**src/rtl/uart_sched_pkg.sv**
```systemverilog
// Shared types and constants for the UART transmit scheduler.
package uart_sched_pkg;

  typedef enum logic [1:0] {
    IDLE,
    SEND,
    WAIT
  } sched_state_t;

  localparam int unsigned FRAME_BYTES     = 3;
  localparam logic [3:0]  HDR_NIB_DEFAULT = 4'hA;

  function automatic logic [7:0] hdr_byte(input logic [3:0] nib, input logic [1:0] id);
    return {nib, 2'b00, id};
  endfunction

endpackage

```
**src/rtl/uart_tx_sched_rr_arbiter.sv**
```systemverilog
// Combinational round-robin select: first set request above the pointer, wrapping at NUM_REQ.
module rr_arbiter #(
  parameter int unsigned NUM_REQ = 4
) (
  input  logic [NUM_REQ-1:0] i_req,
  input  logic [1:0]         i_ptr,
  output logic [NUM_REQ-1:0] o_gnt,
  output logic [1:0]         o_id,
  output logic               o_valid
);

  logic [3:0] w_req_pad;
  logic [3:0] w_gnt_pad;
  logic [2:0] w_sum;
  logic       w_found;

  assign w_req_pad = 4'(i_req);
  assign o_gnt     = w_gnt_pad[NUM_REQ-1:0];
  assign o_valid   = w_found;

  always_comb begin
    w_gnt_pad = '0;
    o_id      = '0;
    w_found   = 1'b0;
    w_sum     = '0;
    for (int k = 1; k <= int'(NUM_REQ); k++) begin
      w_sum = {1'b0, i_ptr} + 3'(k);
      if (w_sum >= 3'(NUM_REQ)) begin
        w_sum = w_sum - 3'(NUM_REQ);
      end
      if (!w_found && w_req_pad[w_sum[1:0]]) begin
        w_found              = 1'b1;
        o_id                 = w_sum[1:0];
        w_gnt_pad[w_sum[1:0]] = 1'b1;
      end
    end
  end

endmodule

```
**src/rtl/uart_tx_sched.sv**
```systemverilog
// Round-robin scheduler sharing one UART transmitter; each grant sends a
// 3-byte frame (header, data high, data low) over the trmt/tx_done handshake.
module uart_tx_sched
  import uart_sched_pkg::*;
#(
  parameter int unsigned NUM_REQ = 4,
  parameter logic [3:0]  HDR_NIB = HDR_NIB_DEFAULT
) (
  input  logic                   clk,
  input  logic                   rst,
  input  logic [NUM_REQ-1:0]     req,
  input  logic [16*NUM_REQ-1:0]  req_data,
  output logic [NUM_REQ-1:0]     ack,
  output logic                   frm_done,
  output logic                   busy,
  output logic [1:0]             grant_id,
  output logic                   trmt,
  output logic [7:0]             tx_data,
  input  logic                   tx_done
);

  sched_state_t r_state, w_state_nxt;

  logic [1:0]         r_ptr, w_ptr_nxt;
  logic [15:0]        r_word, w_word_nxt;
  logic [1:0]         r_byte_idx, w_byte_idx_nxt;
  logic [1:0]         r_grant_id, w_grant_id_nxt;
  logic [NUM_REQ-1:0] r_ack, w_ack_nxt;
  logic               r_frm_done, w_frm_done_nxt;
  logic               r_busy, w_busy_nxt;
  logic               r_trmt, w_trmt_nxt;
  logic [7:0]         r_tx_data, w_tx_data_nxt;

  logic [NUM_REQ-1:0] w_arb_gnt;
  logic [1:0]         w_arb_id;
  logic               w_arb_valid;
  logic [63:0]        w_data_pad;
  logic [15:0]        w_win_word;

  rr_arbiter #(
    .NUM_REQ (NUM_REQ)
  ) u_arb (
    .i_req   (req),
    .i_ptr   (r_ptr),
    .o_gnt   (w_arb_gnt),
    .o_id    (w_arb_id),
    .o_valid (w_arb_valid)
  );

  assign w_data_pad = 64'(req_data);
  assign w_win_word = w_data_pad[{w_arb_id, 4'b0000} +: 16];

  always_comb begin
    w_state_nxt    = r_state;
    w_ptr_nxt      = r_ptr;
    w_word_nxt     = r_word;
    w_byte_idx_nxt = r_byte_idx;
    w_grant_id_nxt = r_grant_id;
    w_ack_nxt      = '0;
    w_frm_done_nxt = 1'b0;
    w_trmt_nxt     = 1'b0;
    w_tx_data_nxt  = r_tx_data;
    unique case (r_state)
      IDLE: begin
        if (w_arb_valid) begin
          w_state_nxt    = SEND;
          w_word_nxt     = w_win_word;
          w_grant_id_nxt = w_arb_id;
          w_ptr_nxt      = w_arb_id;
          w_byte_idx_nxt = 2'd0;
          w_trmt_nxt     = 1'b1;
          w_tx_data_nxt  = hdr_byte(HDR_NIB, w_arb_id);
          w_ack_nxt      = w_arb_gnt;
        end
      end
      SEND: begin
        w_state_nxt = WAIT;
      end
      WAIT: begin
        if (tx_done) begin
          if (r_byte_idx < 2'(FRAME_BYTES - 1)) begin
            w_state_nxt    = SEND;
            w_byte_idx_nxt = r_byte_idx + 2'd1;
            w_trmt_nxt     = 1'b1;
            w_tx_data_nxt  = (r_byte_idx == 2'd0) ? r_word[15:8] : r_word[7:0];
          end else begin
            w_state_nxt    = IDLE;
            w_frm_done_nxt = 1'b1;
          end
        end
      end
      default: begin
        w_state_nxt = IDLE;
      end
    endcase
    w_busy_nxt = (w_state_nxt != IDLE);
  end

  // Outputs are registered alongside the state so they line up with the state they describe.
  always_ff @(posedge clk or posedge rst) begin
    if (rst) begin
      r_state    <= IDLE;
      r_ptr      <= 2'(NUM_REQ - 1);
      r_word     <= '0;
      r_byte_idx <= '0;
      r_grant_id <= '0;
      r_ack      <= '0;
      r_frm_done <= 1'b0;
      r_busy     <= 1'b0;
      r_trmt     <= 1'b0;
      r_tx_data  <= '0;
    end else begin
      r_state    <= w_state_nxt;
      r_ptr      <= w_ptr_nxt;
      r_word     <= w_word_nxt;
      r_byte_idx <= w_byte_idx_nxt;
      r_grant_id <= w_grant_id_nxt;
      r_ack      <= w_ack_nxt;
      r_frm_done <= w_frm_done_nxt;
      r_busy     <= w_busy_nxt;
      r_trmt     <= w_trmt_nxt;
      r_tx_data  <= w_tx_data_nxt;
    end
  end

  assign ack      = r_ack;
  assign frm_done = r_frm_done;
  assign busy     = r_busy;
  assign grant_id = r_grant_id;
  assign trmt     = r_trmt;
  assign tx_data  = r_tx_data;

endmodule
```
**config.mk**
```make
export PLATFORM = sky130hd
export DESIGN_NAME = uart_tx_sched
export DESIGN_NICKNAME = d
export VERILOG_FILES = /design/src/rtl/uart_sched_pkg.sv /design/src/rtl/uart_tx_sched_rr_arbiter.sv /design/src/rtl/uart_tx_sched.sv
export SDC_FILE = /design/constraint.sdc
export NUM_CORES = 1
export LEC_CHECK = 0
export ABC_CLOCK_PERIOD_IN_PS = 9500
export BUFFER_PORTS_ARGS = -buffer_cell sky130_fd_sc_hd__buf_2
export CAP_MARGIN = 10
export CELL_PAD_IN_SITES_DETAIL_PLACEMENT = 0
export CELL_PAD_IN_SITES_GLOBAL_PLACEMENT = 1
export CORE_UTILIZATION = 30
export DETAILED_ROUTE_END_ITERATION = 8
export GPL_TIMING_DRIVEN = 0
export PLACE_DENSITY_LB_ADDON = 0.1
export RECOVER_POWER = 25
export SLEW_MARGIN = 20
export SYNTH_ARGS = -nofsm -noshare
export SYNTH_HDL_FRONTEND = slang
export SYNTH_SLANG_ARGS = --single-unit
```
**constraint.sdc**
```tcl
create_clock -name clk -period 9.5 [get_ports clk]
set_clock_uncertainty 0.1 [all_clocks]
set_input_delay 1.9 -clock clk [delete_from_list [all_inputs] [get_ports clk]]
set_output_delay 1.9 -clock clk [all_outputs]
set_load 0.01 [all_outputs]
```
==> results of run 1 <==
==> worst paths after layout <==
path                                   end  slack, ps
min in group asynchronous       tx_data[5]       1510
worst max register to register  r_word[10]       5710
worst min register to register  tx_data[3]        380
max in group asynchronous       r_state[0]       6080
worst min-delay path            tx_data[3]        380
worst max-delay path            r_word[10]       5310
==> per-layer routing <==
layer	vias up	part of all wire
met1	993	0.53
met5	-	0
li1	1109	-
met2	58	0.42
met4	0	0.015
met3	5	0.037
==> final cells by class <==
class                   count  share of cell area
inverters                  13             0.01556
clock buffers               6             0.02633
clock inverters             2             0.01117
well taps                 102             0.04069
multi-input cells         183              0.4212
repair buffers             88              0.1396
plain buffers              17             0.03351
flip-flops and latches     39              0.3119
==> sequential cells by signal, summed over array words and instances (netlist names) <==
| register | count |
|---|---|
| r_word | 16 |
| r_state | 2 |
| frm_done | 1 |
| r_ptr | 2 |
| busy | 1 |
| r_byte_idx | 2 |
| grant_id | 2 |
| tx_data | 8 |
| trmt | 1 |
| ack | 4 |
==> synthesized netlist by cell type (3+ instances only) <==
cell type / instances / area [um2]
dfrtp_1: 37 / 925.9
a221oi_1: 4 / 35.03
nand2_1: 28 / 105.1
a21oi_1: 3 / 15.01
a2111oi_0: 6 / 52.55
ha_1: 9 / 112.6
mux4_2: 3 / 67.56
o21ai_1: 5 / 25.02
a22oi_1: 4 / 30.03
inv_1: 13 / 48.80
clkbuf_1: 12 / 45.04
mux2_2: 4 / 45.04
and3_1: 11 / 68.82
nand3_1: 3 / 15.01
nor2_1: 13 / 48.80
buf_6: 4 / 45.04
o21ai_0: 15 / 75.07
a31oi_1: 6 / 37.54
o211ai_1: 16 / 120.1
mux2i_1: 24 / 240.2
a21boi_0: 10 / 75.07
==> where the power goes <==
part	internal, mW	switching, mW	total, mW	leakage, nW
registers	0.249	0.0453	0.294	0.484
logic	0.311	0.399	0.710	1.00
clock network	0.0850	0.0588	0.144	0.0612
total	0.645	0.503	1.15	1.55
==> cells by family (layout without fill, tap and decap cells) <==
logic type / after synthesis / in the layout / synth area share
fa+ha+maj: 9 / 9 / 0.04590
mux: 31 / 31 / 0.1438
simple gates: 67 / 67 / 0.1326
compound gates: 75 / 75 / 0.2126
flops: 39 / 39 / 0.3988
buf+inv: 30 / 126 / 0.06272
xor+xnor: 1 / 1 / 0.003570
==> worst reg2reg max path: cells and delay by family, from the launching register on <==
family	cells	cell delay, ps
mux	1	530
compound gates	4	1120
flops	1	600
buf+inv	3	750
fa+ha+maj	1	390
simple gates	1	170
==> run metrics, run 1 <==
status finished clean; max-slew violation count 0; post-layout util 0.4018; vias in the first global route slightly above 2000; CP peak stage delay approximately 470 ps; pin count of the biggest net entering global routing 28; required time worst endpoint 9560 ps; # hold bufs at CTS 0; Global Route met3 Usage 0.02627; Final TNS setup 0 ps; fraction of layout cells with a size suffix above 1 0.3218; htree depth 2; Mapped Nets 332; cell count along the critical path 8; most common cell after layout, fill and taps aside buf_2; Mapped Area 2454 um2; Async SR Flop Fraction 1.000; type of the worst setup path in2reg; nets@finish 427; CTS sink count 39; Main synth FF type dfrtp_1; Synthesis Warnings 0; TritonCTS clock tree yes; Routability Congestion 0.7576; f_max around 240 MHz; Initial Util 0.3143; worst hold slack around 380 ps; Lkg Pwr 1.545 nW; Multi-input gate area 1321 um2; Critical Path End Type flop; placed cell area around 3000 um2; Initial DRC Count 77; WL final ~6700 um; Core Rows 32; Most Used Layer, Global Route met1; Place WS roughly 5000 ps; Yosys cell types 39; final instance area 3137 um2; Setup Viol. Count Final 0; post-DP HPWL between 5000 and 6000 um; Final Hold Violating Endpoints 0; Tightest Pin Transition 1457 ps; crit path DAT between 4000 and 5000 ps; CP Cell Sequence buf_2 > mux4_2 > nor2b_4 > o21ai_1 > clkbuf_1 > a21boi_0 > o21ai_0 > o211ai_1; RSZ-0062 raised after global routing no; DIE HEIGHT between 90 and 100 um; Synth Instances around 250; maximum VDD drop approximately 170 uV; cts bufs inserted 5; CP bufs+invs 2; reg2reg path depth 10; grt met2 use 0.2247; fillers approximately 800; CP max FO 10; first-pass GRT wire length approximately 11000 um; Yosys reg bits 39; Slew HR 0.02842; Min-Delay Path Class reg2reg; Startpoint Class primary input; number of synthesized flops with an enable pin 0; Placed Cells around 440; register area share after synthesis 0.3988; core area just under 8000 um2; Setup crit start req[3]; ANT cells 0; Clk pin slew, worst setup/hold paths 80 ps; # Max-Cap Violations 0; postcts setup bufs 0; DRT Pass-1 Iters 4; Via-to-Cell Ratio just under 5; Power Dens Cells ~370 nW/um2; crit path max-delay cell type mux4_2; total number of vias between 2000 and 2500; Root Buffer Master clkbuf_8; most frequent cells in the layout 86 x buf_2, 37 x dfrtp_1, 28 x nand2_1, 24 x mux2i_1, 16 x o211ai_1; floorplan die area between 8000 and 9000 um2; hold path start tx_data[3]; cts repair resizes 0; Cell Count, Final, Fillers Out 450; Die W 92.44 um; Skew-Pair Late Insertion Delay 290 ps; synthesis-to-layout area growth 27.84%; PnR worst setup slack between 5000 and 6000 ps; grt ovf 0; RR Startpoint r_ptr[0]; initial antenna violation count 0; All-Layer GR Usage 0.1668; fin crit period around 4200 ps; syn_area_per_cell just under 10 um2; I/O Pins slightly below 90; Clock Path Buffers 2; GRT met1 Usage 0.2638; CP delay by family, top compound AO/OA/AOI/OAI gates; hold depth 2; Tcrit/Tclk final 0.4413; DRT antenna net count 0; # DRC 0; PortBufs 87; Tot Pwr 1.148 mW; Avg WL per Cell between 10 and 15 um; Seq. cell area just under 1000 um2
Power figures use the tool's default switching activity.
==> inputs of run 2 (changes only) <==
ABC_CLOCK_PERIOD_IN_PS = 4000   (was 9500)
clock period = 4 ns   (was 9.5 ns; I/O delays follow)
==> run 2 against run 1 <==
  * Register-to-register slack worse by 5300 ps
  * Non-clock buffer count is the same
  * Cell area up 0.16%
  * Critical path depth rose by 2
  * Sequential share of layout area barely moved
  * Setup slack got worse by 4900 ps
  * Core utilization is 0.064 points higher
  * Power rose by 140%
  * Hold slack did not move
  * First-iteration DRC count rose by 1.3%
==> run metrics, run 2 (same netlist as run 1, synthesis figures left out) <==
most frequent cells in the layout 87 x buf_2, 37 x dfrtp_1, 28 x nand2_1, 24 x mux2i_1, 16 x o211ai_1 (was 86 x buf_2, 37 x dfrtp_1, 28 x nand2_1, 24 x mux2i_1, 16 x o211ai_1); Tcrit/Tclk final 0.9092; DRT antenna net count 0 (unchanged); Seq pwr share 0.256 (about the same); Clock Path Buffers 2 (unchanged); highest metal layer with signal wires met4 (unchanged); met3 routed WL 249 um (was 248 um); clock power share 0.125 (about the same); Internal Power 1.534 mW (was 0.6451 mW); WHS Endpoint tx_data[3] (unchanged); DRT Pass-1 Iters 4 (unchanged); hold depth 2 (unchanged); Via-to-Cell Ratio 4.816 (was 4.811); Slew HR 0.02842 (unchanged); f_max 275.0 MHz; fin crit period between 3000 and 4000 ps; required time worst endpoint 4060 ps (was 9560 ps); Met2 Routed Length 2814 um (unchanged); Initial Util 0.3143 (unchanged); Power Dens Cells 869.8 nW/um2 (was 366.0 nW/um2); most common cell after layout, fill and taps aside buf_2 (unchanged); grt ovf 0 (unchanged); fraction of layout cells with a size suffix above 1 0.3276 (was 0.3218); nets@finish 427 (unchanged); CP max FO 10 (unchanged); Setup Viol. Count Final 0 (unchanged); Initial DRC Count 78 (was 77); Sw Ratio 0.4385 (was 0.4381); vias in the first global route 2022 (unchanged); Switch Pwr 1.198 mW (was 0.5030 mW); Clk pin slew, worst setup/hold paths 80 ps (about the same); Final Hold Violating Endpoints 0 (unchanged); pin count of the biggest net entering global routing 28 (unchanged); # Max-Cap Violations 0 (unchanged); Final TNS setup 0 ps (unchanged); capturing point of the worst reg2reg path r_word[10] (unchanged); Critical Path End Type flop (unchanged); Skew-Pair Late Insertion Delay 290 ps (about the same); combinational share of power 0.619 (was 0.618); Die W 92.44 um (unchanged); Routability Congestion 0.7576 (unchanged); max-slew violation count 0 (unchanged); PortBufs 87 (unchanged); initial antenna violation count 0 (unchanged); post-DP HPWL 5307 um (unchanged); Tot Pwr 2.733 mW (was 1.148 mW); DIE HEIGHT 92.44 um (unchanged); floorplan die area 8544 um2 (unchanged); status finished clean (unchanged); Min-Delay Path Class reg2reg (unchanged); Avg WL per Cell 15.00 um (about the same); Lkg Pwr 1.549 nW (was 1.545 nW); Root Buffer Master clkbuf_8 (unchanged); postcts setup bufs 0 (unchanged); hold path start tx_data[3] (unchanged); M1 WL 3588 um (was 3587 um); All-Layer GR Usage 0.1668 (unchanged); htree depth 2 (unchanged); ANT cells 0 (unchanged); Biggest register r_word (unchanged); cts bufs inserted 5 (unchanged); PnR worst setup slack 363.3 ps (was 5308 ps); I/O Pins 88 (unchanged); WL final 6750 um (was 6748 um); maximum VDD drop 406.5 uV (was 171.2 uV); TritonCTS clock tree yes (unchanged); RR Startpoint r_ptr[0] (unchanged); type of the worst setup path reg2reg (was in2reg); flop-to-flop setup slack 360 ps (was 5710 ps); # DRC 0 (unchanged); synthesis-to-layout area growth 28.05% (was 27.84%); first-pass GRT wire length 10870 um (unchanged); Tightest Pin Transition 1457 ps (unchanged); crit path DAT 3700 ps (was 4250 ps); Startpoint Class flop (was primary input); Core Rows 32 (unchanged); total number of vias 2167 (was 2165); CTS sink count 39 (unchanged); max reg flops 16 (unchanged); Place WS 242.1 ps (was 5024 ps); worst hold slack 382.9 ps (unchanged); reg2reg path depth 10 (unchanged); cts repair resizes 0 (unchanged); RSZ-0062 raised after global routing no (unchanged); # hold bufs at CTS 0 (unchanged); core area 7807 um2 (unchanged)
run 2: cell count changes in the layout (fill, tap and decap cells not counted), sizes merged:
cell / previous run / this run
buf: 91 / 92
clkbuf: 20 / 19
run 2: power by group through the flow:
stage                     clock network [mW]  logic, mW  registers [mW]
after detailed placement                   0       1.71           0.710
after floorplan                            0       1.23           0.721
after CTS                              0.354       1.72           0.702
after global placement                     0       1.70           0.704
after global routing                   0.370       1.90           0.728
final                                  0.342       1.69           0.699
run 2: how the worst max path moves through the flow:
stage / from / to / slack (ps) / cells past startpoint
4_1_cts: r_ptr[0] / r_word[10] / 200 / 10
6_report: r_ptr[0] / r_word[10] / 360 / 10
3_5_place_dp: r_ptr[0] / r_word[10] / 240 / 10
3_3_place_gp: r_ptr[0] / r_word[10] / 220 / 10
5_1_grt: r_ptr[0] / r_word[10] / 130 / 10
2_1_floorplan: r_ptr[0] / r_word[1] / 840 / 12
run 2: cell type report:
class / instances / area [um2]
Tap cell: 102 / 127.6
Multi-Input combinational cell: 183 / 1325
Inverter: 13 / 48.80
Clock inverter: 2 / 35.03
Clock buffer: 6 / 82.58
Fill cell: 816 / 4666
Buffer: 17 / 105.1
Timing Repair Buffer: 88 / 439.2
Sequential cell: 39 / 978.4
run 2: critical path, stage by stage (launching register included):
cell,delay [ps]
dfstp_2,600
buf_6,170
inv_1,130
ha_1,390
mux4_2,530
nor2b_4,170
o21ai_2,300
clkbuf_1,430
a21boi_0,160
o21ai_0,360
o211ai_1,140
run 2: routing by layer:
layer  GRT usage  vias up
li1            -     1109
met2      0.2247       58
met3     0.02627        5
met5           0        -
met4     0.05469        0
met1      0.2638      995
run 2: metrics by stage:
step	std cells	utilization	cell area [um2]
finish	450	0.4024	3142
global route	450	0.4024	3142
CTS	450	0.4040	3154
detailed placement	442	0.3889	3037
global placement	441	0.3864	3017
floorplan	252	-	2454
==> inputs of run 3 (changes only) <==
MAX_ROUTING_LAYER = met4   (was default)
SYNTH_HIERARCHICAL = 1   (was default)
==> run 3 against run 2 <==
  * Power decreased by 5.4%
  * Cell area increased by 5.2%
  * Synthesized cell count increased by 3.2%
  * Die area increased by 8.1%
  * Register-to-register slack got worse by 70 ps
  * Count of clock-buffer cells in the layout increased by 1
  * First-iteration DRC count decreased by 1.3%
  * Sequential share of layout area decreased by 1.5 points
  * Combinational power decreased by 5%
  * Clock power decreased by 25%
  * Largest cell class unchanged
==> run metrics, run 3 <==
status finished clean (unchanged); final instance area 3306 um2 (was 3142 um2); most common cell after layout, fill and taps aside buf_2 (unchanged); maximum VDD drop 178.8 uV (was 406.5 uV); Avg WL per Cell 15.91 um (was 15.00 um); Min-Delay Path Class reg2reg (unchanged); WL final 7302 um (was 6750 um); RR Startpoint r_ptr[0] (unchanged); ANT cells 0 (unchanged); Initial DRC Count 77 (was 78); syn_area_per_cell 10.22 um2 (was 9.737 um2); Final Hold Violating Endpoints 0 (unchanged); Startpoint Class flop (unchanged); PnR worst setup slack 290.6 ps (was 363.3 ps); Critical Path End Type flop (unchanged); Tcrit/Tclk final 0.9273 (was 0.9092); number of synthesized flops with an enable pin 0 (unchanged); fin crit period 3709 ps (was 3637 ps); All-Layer GR Usage 0.1687 (was 0.1668); nets@finish 433 (was 427); fraction of layout cells with a size suffix above 1 0.3729 (was 0.3276); most frequent cells in the layout 96 x buf_2, 41 x mux2i_1, 37 x dfrtp_1, 34 x nand2_1, 11 x inv_1 (was 87 x buf_2, 37 x dfrtp_1, 28 x nand2_1, 24 x mux2i_1, 16 x o211ai_1); htree depth 2 (unchanged); CP Cell Sequence buf_6 > buf_2 > inv_1 > ha_1 > clkbuf_1 > inv_1 > a311o_1 > a221oi_2 > or4b_1 > buf_2 > buf_6 > o221ai_2 (was buf_6 > inv_1 > ha_1 > mux4_2 > nor2b_4 > o21ai_2 > clkbuf_1 > a21boi_0 > o21ai_0 > o211ai_1); worst hold slack 383.6 ps (was 382.9 ps); Mapped Nets 340 (was 332); flop-to-flop setup slack 290 ps (was 360 ps); crit path DAT 3770 ps (was 3700 ps); Async SR Flop Fraction 1.000 (unchanged); WHS Endpoint r_byte_idx[0] (was tx_data[3]); post-synth top area share 0.3484 (was 0.3774); Yosys reg bits 39 (unchanged); Core Rows 33 (was 32); Routability Congestion 0.8679 (was 0.7576); Yosys cell types 46 (was 39); Root Buffer Master clkbuf_8 (unchanged); type of the worst setup path reg2reg (unchanged); Die W 96.12 um (was 92.44 um); Main synth FF type dfrtp_1 (unchanged); crit path max-delay cell type dfstp_2 (unchanged); Place WS 164.4 ps (was 242.1 ps); register area share after synthesis 0.3682 (was 0.3988); PortBufs 85 (was 87); # Max-Cap Violations 0 (unchanged); max-slew violation count 0 (unchanged); DRT Pass-1 Iters 4 (unchanged); Setup Viol. Count Final 0 (unchanged); post-layout util 0.3944 (was 0.4024); RSZ-0062 raised after global routing no (unchanged); Placed Cells 451 (was 442); Clk pin slew, worst setup/hold paths 70 ps (was 80 ps); f_max 269.6 MHz (was 275.0 MHz); postcts setup bufs 0 (unchanged); Slew HR 0.1551 (was 0.02842); total number of vias 2314 (was 2167); Power Dens Cells 781.7 nW/um2 (was 869.8 nW/um2); Setup crit start r_ptr[0] (unchanged); # DRC 0 (unchanged); vias in the first global route 2241 (was 2022); Mapped Area 2658 um2 (was 2454 um2); Lkg Pwr 1.622 nW (was 1.549 nW); grt ovf 0 (unchanged); pin count of the biggest net entering global routing 24 (was 28); reg2reg path depth 12 (was 10); post-DP HPWL 5535 um (was 5307 um); cts bufs inserted 5 (unchanged); Final TNS setup 0 ps (unchanged); Biggest register r_word (unchanged); Synth top cells by count 41 x mux2i_1, 37 x dfrtp_1, 34 x nand2_1, 11 x buf_2, 11 x inv_1 (was 37 x dfrtp_1, 28 x nand2_1, 24 x mux2i_1, 16 x o211ai_1, 15 x o21ai_0); DRT antenna net count 0 (unchanged); CP peak stage delay 600 ps (about the same); first-pass GRT wire length 11460 um (was 10870 um); Tot Pwr 2.584 mW (was 2.733 mW); hold depth 1 (was 2); synthesis-to-layout area growth 24.39% (was 28.05%); # hold bufs at CTS 0 (unchanged); CTS sink count 39 (unchanged); DIE HEIGHT 96.12 um (was 92.44 um); initial antenna violation count 0 (unchanged); capturing point of the worst reg2reg path r_word[1] (was r_word[10]); TritonCTS clock tree yes (unchanged); Skew-Pair Late Insertion Delay 290 ps (about the same); Synthesis Warnings 6 (was 0); required time worst endpoint 4060 ps (about the same); most numerous cell in the Yosys netlist mux2i_1 (was dfrtp_1); Synth Instances 260 (was 252); Initial Util 0.3171 (was 0.3143); core area 8382 um2 (was 7807 um2); hold path start r_byte_idx[0] (was tx_data[3]); Tightest Pin Transition 1267 ps (was 1457 ps); I/O Pins 88 (unchanged); placed cell area 3234 um2 (was 3037 um2); floorplan die area 9239 um2 (was 8544 um2); Area contributors post-synth dfrtp_1 35%, mux2i_1 15%, o221ai_2 5.6%, nand2_1 4.8%, ha_1 4.2% (was dfrtp_1 38%, mux2i_1 9.8%, o211ai_1 4.9%, ha_1 4.6%, nand2_1 4.3%); Synth area leader dfrtp_1 (unchanged); Via-to-Cell Ratio 5.041 (was 4.816); Clock Path Buffers 2 (unchanged); max reg flops 16 (unchanged); Cell Count, Final, Fillers Out 459 (was 450); CP max FO 10 (unchanged)
-- run 3: layer usage --
layer  track usage  vias to the layer above  routed length [um]
met1        0.2421                     1068                3702
met2        0.2423                       82                3137
met4       0.04353                        0                  75
met3       0.03002                       12                 386
met5             -                        -                   0
li1              -                     1152                   -
-- run 3: where the power goes --
part	switching, mW	internal, mW
combinational	0.916	0.691
sequential	0.124	0.595
clock	0.136	0.123
-- run 3: timing repair --
item / CTS / global route
setup endpoints to repair: 0 / 15
gates resized for setup: 0 / 1
hold endpoints to repair: 0 / 0
-- run 3: cells by family after synthesis --
logic type / count (synthesis) / share of synthesized area
flops: 39 / 0.3682
fa+ha+maj: 9 / 0.04237
buf+inv: 34 / 0.06733
compound gates: 56 / 0.1916
mux: 44 / 0.1756
simple gates: 78 / 0.1549
-- run 3: worst max-delay path, delay by kind of cell, from the launching register on --
family	cells	cell delay [ps]
fa+ha+maj	1	310
simple gates	1	180
buf+inv	7	1560
flops	1	600
compound gates	3	820
-- run 3: final cells by class --
class | instances | area (um2)
fillers | 862 | 5076
clock inverters | 1 | 5.005
plain buffers | 21 | 130.1
inverters | 13 | 48.80
clock buffers | 7 | 76.32
repair buffers | 86 | 429.2
multi-input cells | 187 | 1506
flip-flops and latches | 39 | 978.4
well taps | 105 | 131.4
-- run 3: worst max path at each step --
| stage | slack (ps) | end |
|---|---|---|
| 2_1_floorplan | 870 | r_word[0] |
| 3_3_place_gp | 200 | r_word[0] |
| 3_5_place_dp | 160 | r_word[1] |
| 4_1_cts | 130 | r_word[1] |
| 5_1_grt | 50 | r_word[4] |
| 6_report | 290 | r_word[1] |
